==> src/rtl/aes_pkg.sv <==
// Shared AES constants, cipher-direction enum and the GF(2^8) xtime helper
// used by the MixColumns datapath.
package aes_pkg;

    localparam int         AES_NUM_COLS = 4;
    localparam int         AES_COL_W    = 32;
    localparam logic [7:0] AES_POLY_RED = 8'h1B;

    typedef enum logic {
        MODE_ENC = 1'b0,
        MODE_DEC = 1'b1
    } aes_mode_e;

    typedef enum logic [1:0] {
        ST_IDLE = 2'd0,
        ST_BUSY = 2'd1,
        ST_DONE = 2'd2
    } mc_state_e;

    // Multiply by x in GF(2^8) modulo x^8 + x^4 + x^3 + x + 1.
    function automatic logic [7:0] xtime(input logic [7:0] b);
        return {b[6:0], 1'b0} ^ (b[7] ? AES_POLY_RED : 8'h00);
    endfunction

endpackage

==> src/rtl/mix_single_column.sv <==
// Combinational MixColumns / InvMixColumns on one 32-bit column
// (row 0 in the MSB byte).
module mix_single_column
    import aes_pkg::*;
(
    input  logic [AES_COL_W-1:0] i_col,
    input  aes_mode_e            i_mode,
    output logic [AES_COL_W-1:0] o_col
);

    logic [7:0] w_a  [4];
    logic [7:0] w_x2 [4];
    logic [7:0] w_x4 [4];
    logic [7:0] w_x8 [4];

    always_comb begin
        for (int i = 0; i < 4; i++) begin
            w_a[i]  = i_col[31-8*i -: 8];
            w_x2[i] = xtime(w_a[i]);
            w_x4[i] = xtime(w_x2[i]);
            w_x8[i] = xtime(w_x4[i]);
        end
    end

    // Inverse coefficients built from powers of x: 0e=8+4+2, 0b=8+2+1, 0d=8+4+1, 09=8+1.
    always_comb begin
        o_col = '0;
        for (int i = 0; i < 4; i++) begin
            if (i_mode == MODE_ENC) begin
                o_col[31-8*i -: 8] = w_x2[i]
                                   ^ (w_x2[(i+1)%4] ^ w_a[(i+1)%4])
                                   ^ w_a[(i+2)%4]
                                   ^ w_a[(i+3)%4];
            end else begin
                o_col[31-8*i -: 8] = (w_x8[i] ^ w_x4[i] ^ w_x2[i])
                                   ^ (w_x8[(i+1)%4] ^ w_x2[(i+1)%4] ^ w_a[(i+1)%4])
                                   ^ (w_x8[(i+2)%4] ^ w_x4[(i+2)%4] ^ w_a[(i+2)%4])
                                   ^ (w_x8[(i+3)%4] ^ w_a[(i+3)%4]);
            end
        end
    end

endmodule

==> src/rtl/mix_columns_iter.sv <==
// Iterative dual-direction AES MixColumns: transforms COLS_PER_CYCLE columns
// per clock behind valid/ready handshakes on both sides.
module mix_columns_iter
    import aes_pkg::*;
#(
    parameter int COLS_PER_CYCLE = 1,
    parameter int NUM_COLS       = AES_NUM_COLS
)(
    input  logic         clk,
    input  logic         rst_n,
    input  logic         in_valid,
    output logic         in_ready,
    input  logic         mode,
    input  logic [127:0] data_in,
    output logic         out_valid,
    input  logic         out_ready,
    output logic [127:0] data_out
);

    generate
        if (!(COLS_PER_CYCLE == 1 || COLS_PER_CYCLE == 2 || COLS_PER_CYCLE == 4) || NUM_COLS != 4) begin : g_bad_param
            $error("mix_columns_iter: COLS_PER_CYCLE must be 1, 2 or 4 and NUM_COLS must be 4");
        end
    endgenerate

    mc_state_e            r_state;
    mc_state_e            w_state_nxt;
    logic [1:0]           r_col_cnt;
    aes_mode_e            r_mode;
    logic [AES_COL_W-1:0] r_src  [NUM_COLS];
    logic [AES_COL_W-1:0] r_dout [NUM_COLS];

    logic                 w_accept;
    logic                 w_last;
    logic [1:0]           w_idx     [COLS_PER_CYCLE];
    logic [AES_COL_W-1:0] w_col_in  [COLS_PER_CYCLE];
    logic [AES_COL_W-1:0] w_col_out [COLS_PER_CYCLE];

    // in_ready is forced low while reset is held so nothing is accepted then.
    assign in_ready  = rst_n && ((r_state == ST_IDLE) || ((r_state == ST_DONE) && out_ready));
    assign out_valid = (r_state == ST_DONE);
    assign w_accept  = in_valid && in_ready;
    assign w_last    = ({1'b0, r_col_cnt} + 3'(COLS_PER_CYCLE)) == 3'(NUM_COLS);
    assign data_out  = {r_dout[0], r_dout[1], r_dout[2], r_dout[3]};

    always_ff @(posedge clk) begin
        if (!rst_n) begin
            r_state <= ST_IDLE;
        end else begin
            r_state <= w_state_nxt;
        end
    end

    always_comb begin
        w_state_nxt = r_state;
        case (r_state)
            ST_IDLE: if (w_accept) w_state_nxt = ST_BUSY;
            ST_BUSY: if (w_last)   w_state_nxt = ST_DONE;
            ST_DONE: if (out_ready) w_state_nxt = w_accept ? ST_BUSY : ST_IDLE;
            default: w_state_nxt = ST_IDLE;
        endcase
    end

    // Column group select and transform lanes.
    for (genvar g = 0; g < COLS_PER_CYCLE; g++) begin : g_lane
        assign w_idx[g]    = r_col_cnt + 2'(g);
        assign w_col_in[g] = r_src[w_idx[g]];

        mix_single_column u_col (
            .i_col  (w_col_in[g]),
            .i_mode (r_mode),
            .o_col  (w_col_out[g])
        );
    end

    // Source capture needs no reset: it is only read after an accept.
    always_ff @(posedge clk) begin
        if (w_accept) begin
            for (int c = 0; c < NUM_COLS; c++) begin
                r_src[c] <= data_in[127-32*c -: 32];
            end
            r_mode <= aes_mode_e'(mode);
        end
    end

    always_ff @(posedge clk) begin
        if (!rst_n) begin
            r_col_cnt <= 2'd0;
            for (int c = 0; c < NUM_COLS; c++) begin
                r_dout[c] <= '0;
            end
        end else if (w_accept) begin
            r_col_cnt <= 2'd0;
        end else if (r_state == ST_BUSY) begin
            for (int g = 0; g < COLS_PER_CYCLE; g++) begin
                r_dout[w_idx[g]] <= w_col_out[g];
            end
            r_col_cnt <= r_col_cnt + 2'(COLS_PER_CYCLE);
        end
    end

endmodule

==> config.mk <==
export PLATFORM = sky130hd
export DESIGN_NAME = mix_columns_iter
export DESIGN_NICKNAME = d
export VERILOG_FILES = /design/src/rtl/aes_pkg.sv /design/src/rtl/mix_single_column.sv /design/src/rtl/mix_columns_iter.sv
export SDC_FILE = /design/constraint.sdc
export NUM_CORES = 1
export LEC_CHECK = 0
export ABC_AREA = 1
export ABC_CLOCK_PERIOD_IN_PS = 6000
export CAP_MARGIN = 40
export CORE_MARGIN = 10
export CORE_UTILIZATION = 63
export DETAILED_ROUTE_END_ITERATION = 10
export DONT_BUFFER_PORTS = 1
export PLACE_DENSITY_LB_ADDON = 0.08
export SLEW_MARGIN = 10
export SYNTH_ARGS = -nofsm -noshare
export SYNTH_HDL_FRONTEND = slang
export SYNTH_SLANG_ARGS = --single-unit
==> constraint.sdc <==
create_clock -name clk -period 6 [get_ports clk]
set_clock_uncertainty 0.2 [all_clocks]
set_input_delay 1.8 -clock clk [delete_from_list [all_inputs] [get_ports clk]]
set_output_delay 1.8 -clock clk [all_outputs]
set_load 0.01 [all_outputs]
======== Word level (Yosys, flattened, before mapping) ========
Memories as Yosys holds them, arrays and structs flattened. A register that Yosys moved wholly into a read port is not among the register bits.
Index checks and enable logic that the tools add are counted.
word-level totals
  bits in read-only memories .............. 0
  bits in registers ....................... 5
  memories kept ........................... 2
  RAM bits ................................ 256
  input port bits ......................... 133
  logic and storage cells ................. 119
  bits in latches ......................... 0
  output and inout port bits .............. 130
cells by class
  reductions and logical operators ........ 8
  div/mod/pow operators ................... 0
  multipliers ............................. 0
  mux-type cells .......................... 33
  bitwise operators ....................... 65
  eq/ne operators ......................... 6
  magnitude comparators ................... 0
  add/sub/neg operators ................... 2
  shifts and indexed selects .............. 0
memories
  memory  words  bits a word  read ports  clocked after memory_dff  write ports  line                    source
  r_dout  4      32           4           0                         4            mix_columns_iter.sv:31  logic [AES_COL_W-1:0] r_dout [NUM_COLS];
  r_src   4      32           1           1                         4            mix_columns_iter.sv:30  logic [AES_COL_W-1:0] r_src [NUM_COLS];
operators by type and width
  operator                                                               count
  8-bit XOR                                                              64
  5-bit 2-to-1 mux                                                       12
  32-bit 2-to-1 mux                                                      1
  8-bit 2-to-1 mux                                                       4
  32-bit OR reduction                                                    1
  2-bit 2-to-1 mux                                                       6
  1-bit 2-to-1 mux                                                       9
  2-bit case mux with 3 select lines                                     1
  2-bit != test, second input constant                                   2
  2-bit by 1-bit adder with 3-bit output, second input constant          1
  3-bit equality test, second input constant                             1
  1-bit logical AND                                                      3
  3-bit AND reduction                                                    1
  2-bit by 1-bit adder with 2-bit output, second input constant          1
  2-bit by 1-bit equality test with 1-bit output, second input constant  1
  2-bit equality test, second input constant                             1
  2-bit zero test                                                        1
  2-bit by 1-bit != test with 1-bit output, second input constant        1
  2-bit OR reduction                                                     1
  1-bit logical OR                                                       1
  1-bit NOT                                                              1

======== Depth between registers and ports, before layout ========
  depth in word-level cells ............... 13
  mapped depth ............................ 22
  gate-level depth less buffers ........... 20

======== Modules after synthesis ========
Synthesis repeated with hierarchy kept, for this count alone.
unflattened totals
  cells, all modules ...................... 1600
  area, all modules ....................... 14989.4 um2
by module, submodules not included
  module             cells an instance  area each (um2)  sequential area each (um2)  times used
  mix_columns_iter   723                9929.5           7837.5                      1
  mix_single_column  877                5059.9           0.0                         1

======== Least setup slack after synthesis ========
Ideal clock, no wire load.
  path type ............................... input -> register
  start point ............................. in rst_n
  end point ............................... reg r_mode (enable)
  setup time .............................. 0.482 ns
  setup slack ............................. 0.421 ns
  arrival time ............................ 4.897 ns
  buffers on the path ..................... 0
  cell stages on the path ................. 4
  data required time ...................... 5.318 ns
  cell sequence ........................... inv_1 > a211oi_1 > nand2_1 > inv_1
on the way
  cells in the longest elaborated chain, start to end .. 2
RTL lines
  what                  line                    source
  from (decl)           mix_columns_iter.sv:10  input logic rst_n,
  1-bit logical AND     mix_columns_iter.sv:40  assign in_ready = rst_n && ((r_state == ST_IDLE) || ((r_state == ST_DONE) && out_ready));
  named net in_ready    mix_columns_iter.sv:12  output logic in_ready,
  1-bit logical AND     mix_columns_iter.sv:42  assign w_accept = in_valid && in_ready;
  named net w_accept    mix_columns_iter.sv:33  logic w_accept;
  to (signal assigned)  mix_columns_iter.sv:82  r_mode <= aes_mode_e'(mode);
  to (decl)             mix_columns_iter.sv:29  aes_mode_e r_mode;
The timed path passes the listed nets, and every way through them passes these cells.
A chain may end at the register's enable or synchronous reset.

======== Worst setup path after layout ========
  start point ............................. in rst_n
  end point ............................... out in_ready
on the way
  cells in the longest elaborated chain, start to end .. 1
RTL lines
  what               line
  1-bit logical AND  mix_columns_iter.sv:40
  to (decl)          mix_columns_iter.sv:12
Every way passes these cells.

==> metrics.log <==
[metrics] routed length per instance: 21.8 microns
[metrics] starting DRC count in detailed routing: 1304
[metrics] area of the die: 31600 sq um
[metrics] class of the tightest hold or removal check: reg -> reg
[metrics] H-Tree Level Count: 1
[metrics] height of the die: 178 microns
[metrics] setup TNS: 0 ns
[metrics] depth of the worst register-to-register path: 13
[metrics] Die X-Extent: 178 microns
[metrics] critical-path cell with the highest stage delay: a211oi_1
[metrics] post-layout util: 67.9%
[metrics] Slowest Stage Delay on Critical Path: 0.45 ns
[metrics] RePlAce Congestion: 1.03
[metrics] Arr. time, crit path: 2.30 ns
[metrics] areal power density over the cells: 314 nW/um^2
[metrics] LEAKAGE: 7.39 nW
[metrics] clock edge transition at the registers on the reported setup and hold paths: 0.07 ns
[metrics] number of enable flip-flop cells after synthesis: 257
[metrics] final-layout worst hold slack: 0.335 ns
[metrics] element type at the critical path end: primary output
[metrics] hold buffers post-CTS: 0
[metrics] setup slack on the worst flop-to-flop path: 2.14 ns
[metrics] Yosys cell types: 38
[metrics] Bufs and invs on worst path: 1
[metrics] number of antenna violations at the first check in global routing: 1
[metrics] cell class contributing the biggest share of worst-path delay: compound AO/OA/AOI/OAI gates
[metrics] post-placement setup slack: 1.68 ns
[metrics] Post-CTS Setup Repair Bufs: 0
[metrics] clock sink count: 263
[metrics] maximum number of buffers from clock root to sink: 3
[metrics] average cell area after synthesis: 8.82 sq um
[metrics] fillcell total: 1912
[metrics] async set-reset flop share out of synthesis: 0%
[metrics] transition time at the pin with the least slew margin: 0.832 ns
[metrics] max-slew violation total from the final report: 0
[metrics] Setup WS post-layout: 1.70 ns
[metrics] Fin. Hold Viols: 0
[metrics] number of placed instances, taps included: 2066
[metrics] share of final-layout standard cells stronger than drive strength 1: 11.7%
[metrics] cells along the critical path: inv_1, a211oi_1
[metrics] register bit total from synthesis: 263
[metrics] area of the core: 24400 sq um
[metrics] routed wire length: 45.9 mm
[metrics] maximum number of pins on one net before global-route repair: 109
[metrics] number of nets with antenna violations after routing: 0
[metrics] via count of the first global-routing pass: 11.6k
[metrics] PostCTS Resize Cnt: 0
[metrics] peak supply drop: 0.290 mV
[metrics] capture point of the worst reg-to-reg path: r_dout[2][12]$_SDFFCE_PN0P_
[metrics] CP startpoint kind: input port
[metrics] total of warnings raised by yosys: 0
[metrics] net count of the finished layout: 1903
[metrics] Via density: 5.72
[metrics] crit path from: rst_n
[metrics] Post-Syn Instances: 1778
[metrics] Seq/Total Area, Yosys: 50.0%
[metrics] unrepaired setup endpoints after global routing: no
[metrics] first-pass GRT wire length: 67.9 mm
[metrics] synthesized cell area: 15700 sq um
[metrics] total vias in the final route: 12.1k
[metrics] insertion delay to the later sink of the worst-skew pair: 0.53 ns
[metrics] fin crit period: 4.30 ns
[metrics] Design Area, Final: 16600 sq um
[metrics] ports placed on the boundary: 263
[metrics] setup-violating endpoint count in the final report: 0
[metrics] overflow left after global routing: 0
[metrics] status: complete, no violations
[metrics] initial core utilization: 64.3%
[metrics] required time worst endpoint: 4.00 ns
[metrics] post-route DRC violation count: 0
[metrics] clock tree from TritonCTS: yes
[metrics] MaxCap Viol Count: 0
[metrics] critical path depth in cells: 2
[metrics] num rows: 57
[metrics] count of port buffers added during placement: 0
[metrics] root buf cell: clkbuf_16
[metrics] worst max-slew margin expressed relative to the limit: 44.1%
[metrics] type of the worst setup path: in -> out
[metrics] commonest register cell after synthesis: edfxtp_1
[metrics] Total Power: 5.21 mW
[metrics] Critical Path Fanout Max: 7
[metrics] placement-stage cell area: 15900 sq um
[metrics] maximum operating frequency: 0.232 GHz
[metrics] post-synthesis net count: 1912
[metrics] number of detailed-route iterations in the first pass: 6
[metrics] number of standard cells in the layout, taps in and fillers out: 2108
[metrics] GRT Util Overall: 28.3%
[metrics] critical path endpoint: in_ready
[metrics] half-perimeter wire length after placement: 33.8 mm
[metrics] area growth from synthesis to final layout: 5.67%
[metrics] number of clock buffers inserted by TritonCTS: 25
[metrics] post-route fraction of the period consumed by the critical path: 71.7%
==> worst register-to-register path: stages, from the launching register on <==
cell	delay (ns)
dfxtp_2	0.66
inv_8	0.27
nand2_1	0.15
nand3_1	0.07
nand2_1	0.59
inv_1	0.31
nand2_1	0.16
nand2_1	0.09
nand2_1	0.08
nand2_2	0.13
or2_0	0.25
a21oi_1	0.42
nand2_1	0.21
nor2_1	0.14
==> cell type report <==
type / count / area [sq um] / share of cell area [%]
Timing Repair Buffer: 14 / 138 / 0.831
Multi-Input combinational cell: 1307 / 6880 / 41.5
Inverter: 158 / 606 / 3.66
Sequential cell: 263 / 7840 / 47.3
Antenna cell: 1 / 2.50 / 0.0151
Tap cell: 324 / 405 / 2.45
Clock buffer: 30 / 644 / 3.89
Clock inverter: 11 / 50.0 / 0.302
==> cells by family (layout without fill, tap and decap cells) <==
logic type	Yosys count	count (layout)	synth area share (%)
XOR/XNOR	184	184	11.8
AO/OA/AOI/OAI	65	65	2.14
adder cells (fa/ha/maj)	1	1	0.0798
AND/OR/NAND/NOR	1057	1057	29.8
flip-flops	263	263	50.0
buffers and inverters	208	213	6.19
other	0	1	0
==> state kept, by name, indices dropped and copies added (netlist names), named ones only <==
| name | count |
|---|---|
| r_col_cnt | 2 |
| r_mode | 1 |
| r_dout | 128 |
| r_state | 2 |
| r_src | 128 |
==> placed cells by master (no fill, tap or decap), types with 3 or more instances in the layout <==
master	n
nand4_1	5
inv_2	23
o21ai_1	6
nand2_2	72
xnor2_4	4
or2_1	6
nand2_4	23
nand3_1	163
a21oi_1	23
dfxtp_1	4
xnor2_2	5
clkinv_1	8
edfxtp_1	257
nand2_1	644
xnor2_1	59
xor2_2	11
buf_4	12
or2_2	3
nand3_2	12
inv_1	130
o21ai_0	31
clkbuf_16	25
clkinv_2	4
nor2_1	120
nand3b_1	4
clkbuf_1	5
xor2_1	103
==> worst min path at each step <==
stage	cells past startpoint	from	endpoint
after detailed placement	2	r_col_cnt[1]$_SDFFE_PP0P_	flop
after floorplan	2	r_col_cnt[1]$_SDFFE_PP0P_	flop
after CTS	2	r_col_cnt[1]$_SDFFE_PP0P_	flop
after global placement	2	r_col_cnt[1]$_SDFFE_PP0P_	flop
final	2	r_col_cnt[1]$_SDFFE_PP0P_	flop
after global routing	2	r_col_cnt[1]$_SDFFE_PP0P_	flop
==> where the power goes <==
part | internal (mW) | switching (mW) | leakage, nW | total, mW
clock network | 0.755 | 0.633 | 0.339 | 1.39
logic | 0.520 | 1.13 | 4.47 | 1.65
registers | 2.11 | 0.0571 | 2.58 | 2.17
total | 3.39 | 1.82 | 7.39 | 5.21
==> synth_stat cells, types with 3 or more instances <==
library cell | number | share of area, %
clkbuf_1 | 16 | 0.38
nand3_1 | 163 | 5.2
nand3b_1 | 4 | 0.19
nand4_1 | 5 | 0.20
buf_6 | 16 | 1.1
nor2_1 | 120 | 2.9
xnor2_1 | 59 | 3.3
nand2_1 | 644 | 15
nand2_4 | 23 | 1.7
xnor2_4 | 4 | 0.70
nand3_2 | 12 | 0.77
dfxtp_1 | 6 | 0.77
or2_1 | 6 | 0.24
xor2_2 | 11 | 1.1
buf_4 | 8 | 0.38
nand2_2 | 72 | 2.9
buf_2 | 6 | 0.19
o21ai_1 | 6 | 0.19
inv_1 | 131 | 3.1
a21oi_1 | 23 | 0.73
edfxtp_1 | 257 | 49
o21ai_0 | 32 | 1.0
xnor2_2 | 5 | 0.52
or2_2 | 3 | 0.12
inv_2 | 23 | 0.55
xor2_1 | 103 | 5.8
==> per-layer routing <==
| layer | vias to the layer above | wire length, microns | global-route usage [%] |
|---|---|---|---|
| li1 | 5658 | - | - |
| met1 | 5649 | 18000 | 34.8 |
| met2 | 624 | 21700 | 47.6 |
| met3 | 124 | 4100 | 5.72 |
| met4 | 0 | 2140 | 12.5 |
| met5 | - | 0 | 0 |
Power figures use the tool's default switching activity.
